$ cat src/rtl/counter_event_coalescer_if.sv
// counter_event_coalescer_if
//   Bundles the event producers, reinit handshake and counter-side outputs
//   of counter_event_coalescer. Signal names are those of the original
//   flat port list, so existing hookups map one-to-one.
//   Ports (seen from the coalescer, modport slave):
//     inc_ev_valid/inc_ev_amt  in,  inc_ev_ready  out : increment events
//     dec_ev_valid/dec_ev_amt  in,  dec_ev_ready  out : decrement events
//     reinit_req/reinit_val    in,  reinit_ack    out : 4-phase reinit
//     incr_valid/incr, decr_valid/decr           out : counter steps
//     reinit/initial_value                       out : counter reload
//     busy                                       out : work outstanding
//   modport master is the producer/counter side (directions mirrored).
interface counter_event_coalescer_if #(
   parameter int unsigned CNT_W  = 4,
   parameter int unsigned STEP_W = 2,
   parameter int unsigned AMT_W  = 3
);
   logic              inc_ev_valid;
   logic              inc_ev_ready;
   logic [AMT_W-1:0]  inc_ev_amt;
   logic              dec_ev_valid;
   logic              dec_ev_ready;
   logic [AMT_W-1:0]  dec_ev_amt;
   logic              reinit_req;
   logic [CNT_W-1:0]  reinit_val;
   logic              reinit_ack;
   logic              incr_valid;
   logic [STEP_W-1:0] incr;
   logic              decr_valid;
   logic [STEP_W-1:0] decr;
   logic              reinit;
   logic [CNT_W-1:0]  initial_value;
   logic              busy;

   modport slave (
      input  inc_ev_valid, inc_ev_amt, dec_ev_valid, dec_ev_amt,
             reinit_req, reinit_val,
      output inc_ev_ready, dec_ev_ready, reinit_ack,
             incr_valid, incr, decr_valid, decr,
             reinit, initial_value, busy
   );

   modport master (
      output inc_ev_valid, inc_ev_amt, dec_ev_valid, dec_ev_amt,
             reinit_req, reinit_val,
      input  inc_ev_ready, dec_ev_ready, reinit_ack,
             incr_valid, incr, decr_valid, decr,
             reinit, initial_value, busy
   );
endinterface

$ cat src/rtl/counter_event_coalescer.sv
// counter_event_coalescer
//   Upstream feeder for a 4-bit up/down counter. Increment and decrement
//   events are accumulated into pending totals; each cycle at most
//   2^STEP_W-1 counts per direction are emitted on incr/decr. Reinit
//   requests are sequenced RUN -> REINIT (one-cycle reinit pulse) -> ACK
//   (reinit_ack held until reinit_req drops) -> RUN.
//   Ports:
//     clk    in  clock, rising edge
//     rst_n  in  asynchronous active-low reset
//     bus    counter_event_coalescer_if.slave (events, reinit handshake,
//            counter outputs, busy)
//   Options:
//     COALESCER_NET_EN  when defined, opposing counts emitted in the same
//                       cycle are netted against each other; the net
//                       effect on the counter is unchanged.
//   The interface instance must be built with the same CNT_W/STEP_W/AMT_W.
module counter_event_coalescer #(
   parameter int unsigned CNT_W  = 4,
   parameter int unsigned STEP_W = 2,
   parameter int unsigned AMT_W  = 3,
   parameter int unsigned PEND_W = 5
) (
   input logic                     clk,
   input logic                     rst_n,
   counter_event_coalescer_if.slave bus
);

   localparam logic [PEND_W-1:0] STEP_MAX  = PEND_W'((2**STEP_W) - 1);
   // Highest pending level that can still absorb a maximum-size event.
   localparam logic [PEND_W-1:0] READY_LIM =
      PEND_W'(((2**PEND_W) - 1) - ((2**AMT_W) - 1));

   typedef enum logic [1:0] {
      ST_RUN    = 2'd0,
      ST_REINIT = 2'd1,
      ST_ACK    = 2'd2
   } state_t;

   state_t             state;
   logic [PEND_W-1:0]  pend_inc;
   logic [PEND_W-1:0]  pend_dec;
   logic [CNT_W-1:0]   cap_val;

   logic [STEP_W-1:0]  k_i;
   logic [STEP_W-1:0]  k_d;
   logic               acc_i;
   logic               acc_d;

   // Per-cycle emission is capped at STEP_MAX per direction.
   always_comb begin
      k_i = (pend_inc > STEP_MAX) ? STEP_MAX[STEP_W-1:0] : pend_inc[STEP_W-1:0];
      k_d = (pend_dec > STEP_MAX) ? STEP_MAX[STEP_W-1:0] : pend_dec[STEP_W-1:0];
   end

   assign bus.inc_ev_ready = (state == ST_RUN) && !bus.reinit_req && (pend_inc <= READY_LIM);
   assign bus.dec_ev_ready = (state == ST_RUN) && !bus.reinit_req && (pend_dec <= READY_LIM);

   assign acc_i = bus.inc_ev_valid && bus.inc_ev_ready;
   assign acc_d = bus.dec_ev_valid && bus.dec_ev_ready;

   always_ff @(posedge clk or negedge rst_n) begin
      if (!rst_n) begin
         state    <= ST_RUN;
         pend_inc <= '0;
         pend_dec <= '0;
         cap_val  <= '0;
      end else begin
         case (state)
            ST_RUN: begin
               pend_inc <= pend_inc - PEND_W'(k_i) + (acc_i ? PEND_W'(bus.inc_ev_amt) : '0);
               pend_dec <= pend_dec - PEND_W'(k_d) + (acc_d ? PEND_W'(bus.dec_ev_amt) : '0);
               if (bus.reinit_req) begin
                  state   <= ST_REINIT;
                  cap_val <= bus.reinit_val;
               end
            end
            ST_REINIT: begin
               pend_inc <= '0;
               pend_dec <= '0;
               state    <= ST_ACK;
            end
            ST_ACK: begin
               if (!bus.reinit_req) state <= ST_RUN;
            end
            default: state <= ST_RUN;
         endcase
      end
   end

   // Outputs decode state and accumulator registers only.
   always_comb begin
      bus.incr_valid    = 1'b0;
      bus.incr          = '0;
      bus.decr_valid    = 1'b0;
      bus.decr          = '0;
      bus.reinit        = 1'b0;
      bus.initial_value = '0;
      bus.reinit_ack    = 1'b0;
      case (state)
         ST_RUN: begin
`ifdef COALESCER_NET_EN
            // Cancel opposing counts; accumulators still drop by k_i/k_d.
            if (k_i < k_d) begin
               bus.decr = k_d - k_i;
            end else begin
               bus.incr = k_i - k_d;
            end
`else
            bus.incr = k_i;
            bus.decr = k_d;
`endif
            bus.incr_valid = (bus.incr != '0);
            bus.decr_valid = (bus.decr != '0);
         end
         ST_REINIT: begin
            bus.reinit        = 1'b1;
            bus.initial_value = cap_val;
         end
         ST_ACK: bus.reinit_ack = 1'b1;
         default: ;
      endcase
   end

   assign bus.busy = (pend_inc != '0) || (pend_dec != '0) || (state != ST_RUN);

endmodule

$ cat src/flat_wrapper.sv
// flat-port wrapper written by rule: the top's interface ports become plain ports
module counter_event_coalescer_flat 
#(
   parameter int unsigned CNT_W  = 4,
   parameter int unsigned STEP_W = 2,
   parameter int unsigned AMT_W  = 3,
   parameter int unsigned PEND_W = 5
)
  (clk, rst_n, bus_inc_ev_valid, bus_inc_ev_amt, bus_dec_ev_valid, bus_dec_ev_amt, bus_reinit_req, bus_reinit_val, bus_inc_ev_ready, bus_dec_ev_ready, bus_reinit_ack, bus_incr_valid, bus_incr, bus_decr_valid, bus_decr, bus_reinit, bus_initial_value, bus_busy);
  counter_event_coalescer_if #(.CNT_W(CNT_W), .STEP_W(STEP_W), .AMT_W(AMT_W)) bus_i ();
  input logic clk;
  input logic rst_n;
  input wire logic [$bits(bus_i.inc_ev_valid)-1:0] bus_inc_ev_valid;
  input wire logic [$bits(bus_i.inc_ev_amt)-1:0] bus_inc_ev_amt;
  input wire logic [$bits(bus_i.dec_ev_valid)-1:0] bus_dec_ev_valid;
  input wire logic [$bits(bus_i.dec_ev_amt)-1:0] bus_dec_ev_amt;
  input wire logic [$bits(bus_i.reinit_req)-1:0] bus_reinit_req;
  input wire logic [$bits(bus_i.reinit_val)-1:0] bus_reinit_val;
  output wire logic [$bits(bus_i.inc_ev_ready)-1:0] bus_inc_ev_ready;
  output wire logic [$bits(bus_i.dec_ev_ready)-1:0] bus_dec_ev_ready;
  output wire logic [$bits(bus_i.reinit_ack)-1:0] bus_reinit_ack;
  output wire logic [$bits(bus_i.incr_valid)-1:0] bus_incr_valid;
  output wire logic [$bits(bus_i.incr)-1:0] bus_incr;
  output wire logic [$bits(bus_i.decr_valid)-1:0] bus_decr_valid;
  output wire logic [$bits(bus_i.decr)-1:0] bus_decr;
  output wire logic [$bits(bus_i.reinit)-1:0] bus_reinit;
  output wire logic [$bits(bus_i.initial_value)-1:0] bus_initial_value;
  output wire logic [$bits(bus_i.busy)-1:0] bus_busy;
  assign bus_i.inc_ev_valid = bus_inc_ev_valid;
  assign bus_i.inc_ev_amt = bus_inc_ev_amt;
  assign bus_i.dec_ev_valid = bus_dec_ev_valid;
  assign bus_i.dec_ev_amt = bus_dec_ev_amt;
  assign bus_i.reinit_req = bus_reinit_req;
  assign bus_i.reinit_val = bus_reinit_val;
  assign bus_inc_ev_ready = bus_i.inc_ev_ready;
  assign bus_dec_ev_ready = bus_i.dec_ev_ready;
  assign bus_reinit_ack = bus_i.reinit_ack;
  assign bus_incr_valid = bus_i.incr_valid;
  assign bus_incr = bus_i.incr;
  assign bus_decr_valid = bus_i.decr_valid;
  assign bus_decr = bus_i.decr;
  assign bus_reinit = bus_i.reinit;
  assign bus_initial_value = bus_i.initial_value;
  assign bus_busy = bus_i.busy;
  counter_event_coalescer #(.CNT_W(CNT_W), .STEP_W(STEP_W), .AMT_W(AMT_W), .PEND_W(PEND_W)) u_core (.clk(clk), .rst_n(rst_n), .bus(bus_i));
endmodule
$ cat config.mk
export PLATFORM = sky130hd
export DESIGN_NAME = counter_event_coalescer_flat
export DESIGN_NICKNAME = d
export VERILOG_FILES = /design/src/rtl/counter_event_coalescer_if.sv /design/src/rtl/counter_event_coalescer.sv /design/src/flat_wrapper.sv
export SDC_FILE = /design/constraint.sdc
export NUM_CORES = 1
export LEC_CHECK = 0
export ABC_AREA = 1
export BUFFER_PORTS_ARGS = -buffer_cell sky130_fd_sc_hd__clkbuf_2
export CAP_MARGIN = 20
export CELL_PAD_IN_SITES_DETAIL_PLACEMENT = 0
export CELL_PAD_IN_SITES_GLOBAL_PLACEMENT = 1
export CORE_MARGIN = 10
export CORE_UTILIZATION = 38
export CTS_CLUSTER_DIAMETER = 120
export DETAILED_ROUTE_END_ITERATION = 12
export GPL_ROUTABILITY_DRIVEN = 0
export HOLD_SLACK_MARGIN = 0.08
export PLACE_DENSITY = 0.83
export SETUP_SLACK_MARGIN = 0.1
export SLEW_MARGIN = 20
export SYNTH_ARGS = -nofsm -noshare
export SYNTH_HDL_FRONTEND = slang
export SYNTH_SLANG_ARGS = --single-unit
$ cat constraint.sdc
create_clock -name clk -period 2.7 [get_ports clk]
set_input_delay 0.27 -clock clk [delete_from_list [all_inputs] [get_ports clk]]
set_output_delay 0.27 -clock clk [all_outputs]
set_load 0.01 [all_outputs]
==> results.ini <==
[run_status]
status=finished clean

[flow_run]
maxCapViolCount=0

[sta]
finalMaxSlewViolations=0
max_freq_mhz=419
fin_tns_setup_ns=0
post-route-min-period_ns=2.38
slew-limit-headroom=0.726
worst_pin_slew_ns=0.410
timing.final.crit_share=0.883
holdWs_ns=0.225
setup_violations=0
skew_ns=0.00518
grt_setup_unrepaired=no
hold_viol=0

[detailed_routing]
vias_per_cell=4.41
ant_nets=0
vias=1212
wirelength_um=3150
routedWlPerCell_um=11.5
drtIter0Drc=79
drt_pass1_iterations=4
drc=0

[floorplanning]
num_io_pins=30
fp.dieW_um=80.5
die_y_um=80.5
start_util=0.404
coreArea_um2=3440
rows=21
die_area_um2=6480

[synthesis]
avgSynthCellArea_um2=7.17
synth_fa_ha_area_frac=0.184
synth-simple-area-share=0.326
synth.ff_latch_count=16
syn_area_um2=1390
synth_xor_area_frac=0
synth-compound-area-share=0.0684
synth_warnings=0
synth_top_family_by_area=simple AND/OR/NAND/NOR gates
synth_cells=194
seq_area_frac_synth=0.288
yosys-mux-area-fraction=0
synthesis.nets=227
ys_types=23

[setup_path]
start_kind=flip-flop
r2r-end=u_core.pend_dec[4]
reg2reg_from=u_core.pend_dec[3]
crit_type=flip-flop to flip-flop
worstPathMaxFanout=5
reg2reg_depth=13
r2r_slack_ns=0.32
cp.arrival_ns=2.53
critPathRequiredTime_ns=2.84
cp-end-kind=flip-flop

[power_and_ir_drop]
irDropWorstVdd_mv=0.538
power.density_nw_per_um2=1330
p_leak_nw=0.969
p_switching_mw=1.11
cellInternalPower_mw=1.12
seq_power_share=0.219
clkPwrFrac=0.097
combPwrFrac=0.683
p_sw_frac=0.498

[hold_path]
hp-start=bus_reinit_val[3]
hold_path_end=u_core.cap_val[3]
timing.hold.worst_path_depth=3
hp-class=primary input to flip-flop

[grt]
gr-total-overflow=0
first_global_vias=1208
grt.total_usage=0.107
grt_max_degree=17
grt_antenna_before_repair=0
grt_pass1_wl_um=5550

[finish]
areaGrowthSynthToFinish_pct=20.1
final_common_cell=nand2_1
layout_common_cells=nand2_1 (46), inv_1 (41), clkbuf_2 (29)
multi_input_area_um2=808
register_area_um2=403
antenna_cells=0
n_fill_cell=363
drive_gt1_frac=0.214
fin_nets=263

[clock_tree]
clockBufferDepth=2
htreeDepth=1
numClockSinks=16
clk_latency_ns=0.25
clk_pin_slew_worst_paths_ns=0.06
cts_tree=yes
cts.root.buffer_cell=clkbuf_8
cts_buffers=3

[placed_design]
dpl.hpwl_um=2600
io_buffers=29

-- power groups by stage --
stage | clock, mW | combinational [mW] | sequential, mW
floorplan | 0 | 1.15 | 0.454
global placement | 0 | 1.52 | 0.487
detailed placement | 0 | 1.51 | 0.489
CTS | 0.225 | 1.53 | 0.485
global route | 0.237 | 1.78 | 0.511
finish | 0.216 | 1.52 | 0.487
-- logic make-up after synthesis --
kind of cell | after synthesis
flip-flops | 16
buffers and inverters | 46
AO/OA/AOI/OAI | 17
adder cells (fa/ha/maj) | 18
AND/OR/NAND/NOR | 97
-- worst max-delay path by stage --
| stage | startpoint | end | slack (ns) | cells past startpoint |
|---|---|---|---|---|
| final | u_core.pend_dec[3] | u_core.pend_dec[4] | 0.32 | 13 |
| after CTS | u_core.pend_dec[3] | u_core.pend_dec[4] | 0.25 | 13 |
| after floorplan | u_core.pend_inc[3] | u_core.pend_inc[4] | 0.45 | 12 |
| after detailed placement | u_core.pend_dec[3] | u_core.pend_dec[4] | 0.26 | 13 |
| after global placement | u_core.pend_dec[3] | u_core.pend_dec[4] | 0.27 | 13 |
| after global routing | u_core.pend_inc[1] | u_core.pend_inc[4] | 0.11 | 14 |
-- layout make-up --
| type | count | area share |
|---|---|---|
| multi-input cells | 132 | 0.484 |
| flip-flops and latches | 16 | 0.241 |
| repair buffers | 33 | 0.106 |
| inverters | 44 | 0.100 |
| well taps | 46 | 0.0345 |
| clock buffers | 4 | 0.0330 |
-- critical path: stages, from the launching register on --
cell and delay (ns):
dfrtp_1 0.41, inv_1 0.08, ha_1 0.23, nand3_2 0.09, a21oi_1 0.08, fa_1 0.52, inv_1 0.06, fa_1 0.38
inv_1 0.08, nand2_1 0.06, nand2_1 0.08, nand3_1 0.06, nand3_1 0.08, nand2_1 0.05
-- registers in the layout, indices dropped and copies added (netlist names) --
register         count
u_core.pend_dec      5
u_core.cap_val       4
u_core.state         2
u_core.pend_inc      5
-- synthesized netlist by cell type, drive strengths merged --
cell	count	area (um2)
nand4	4	25.0
nand3b	1	7.51
o21ai	8	40.0
dfrtp	16	400
o31ai	1	7.51
nor2	26	130
a21oi	4	20.0
fa	4	80.1
buf	2	18.8
or2	4	25.0
nand2	46	173
o22ai	3	18.8
a22o	1	8.76
nor3b	1	7.51
ha	14	175
inv	44	168
nand3	15	85.1
-- repair_timing --
item,4_1_cts,5_1_grt
endpoints found under the setup margin,0,1
resized for setup,0,3
buffers inserted,0,1
hold endpoints to repair,16,0
hold buffers,1,0
-- metal layers --
metal | share of wire | track usage | wire length [um] | vias up
met4 | 0.0092 | 0.0264 | 29 | 0
met1 | 0.49 | 0.139 | 1540 | 505
met3 | 0.087 | 0.0412 | 274 | 4
met2 | 0.41 | 0.162 | 1300 | 31
met5 | 0 | 0 | 0 | -
li1 | - | - | - | 672
-- per-stage QoR --
stage / power [mW] / std cells / cell area, um2 / util / setup WS [ns]
5_1_grt: 2.53 / 275 / 1670 / 0.485 / 0.110
2_1_floorplan: 1.60 / 194 / 1390 / - / 0.451
6_report: 2.22 / 275 / 1670 / 0.485 / 0.316
4_1_cts: 2.24 / 274 / 1650 / 0.481 / 0.248
3_3_place_gp: 2.00 / 269 / 1590 / 0.462 / 0.274
3_5_place_dp: 2.00 / 269 / 1590 / 0.462 / 0.264
Note: power is estimated with default switching activity, not from simulation.
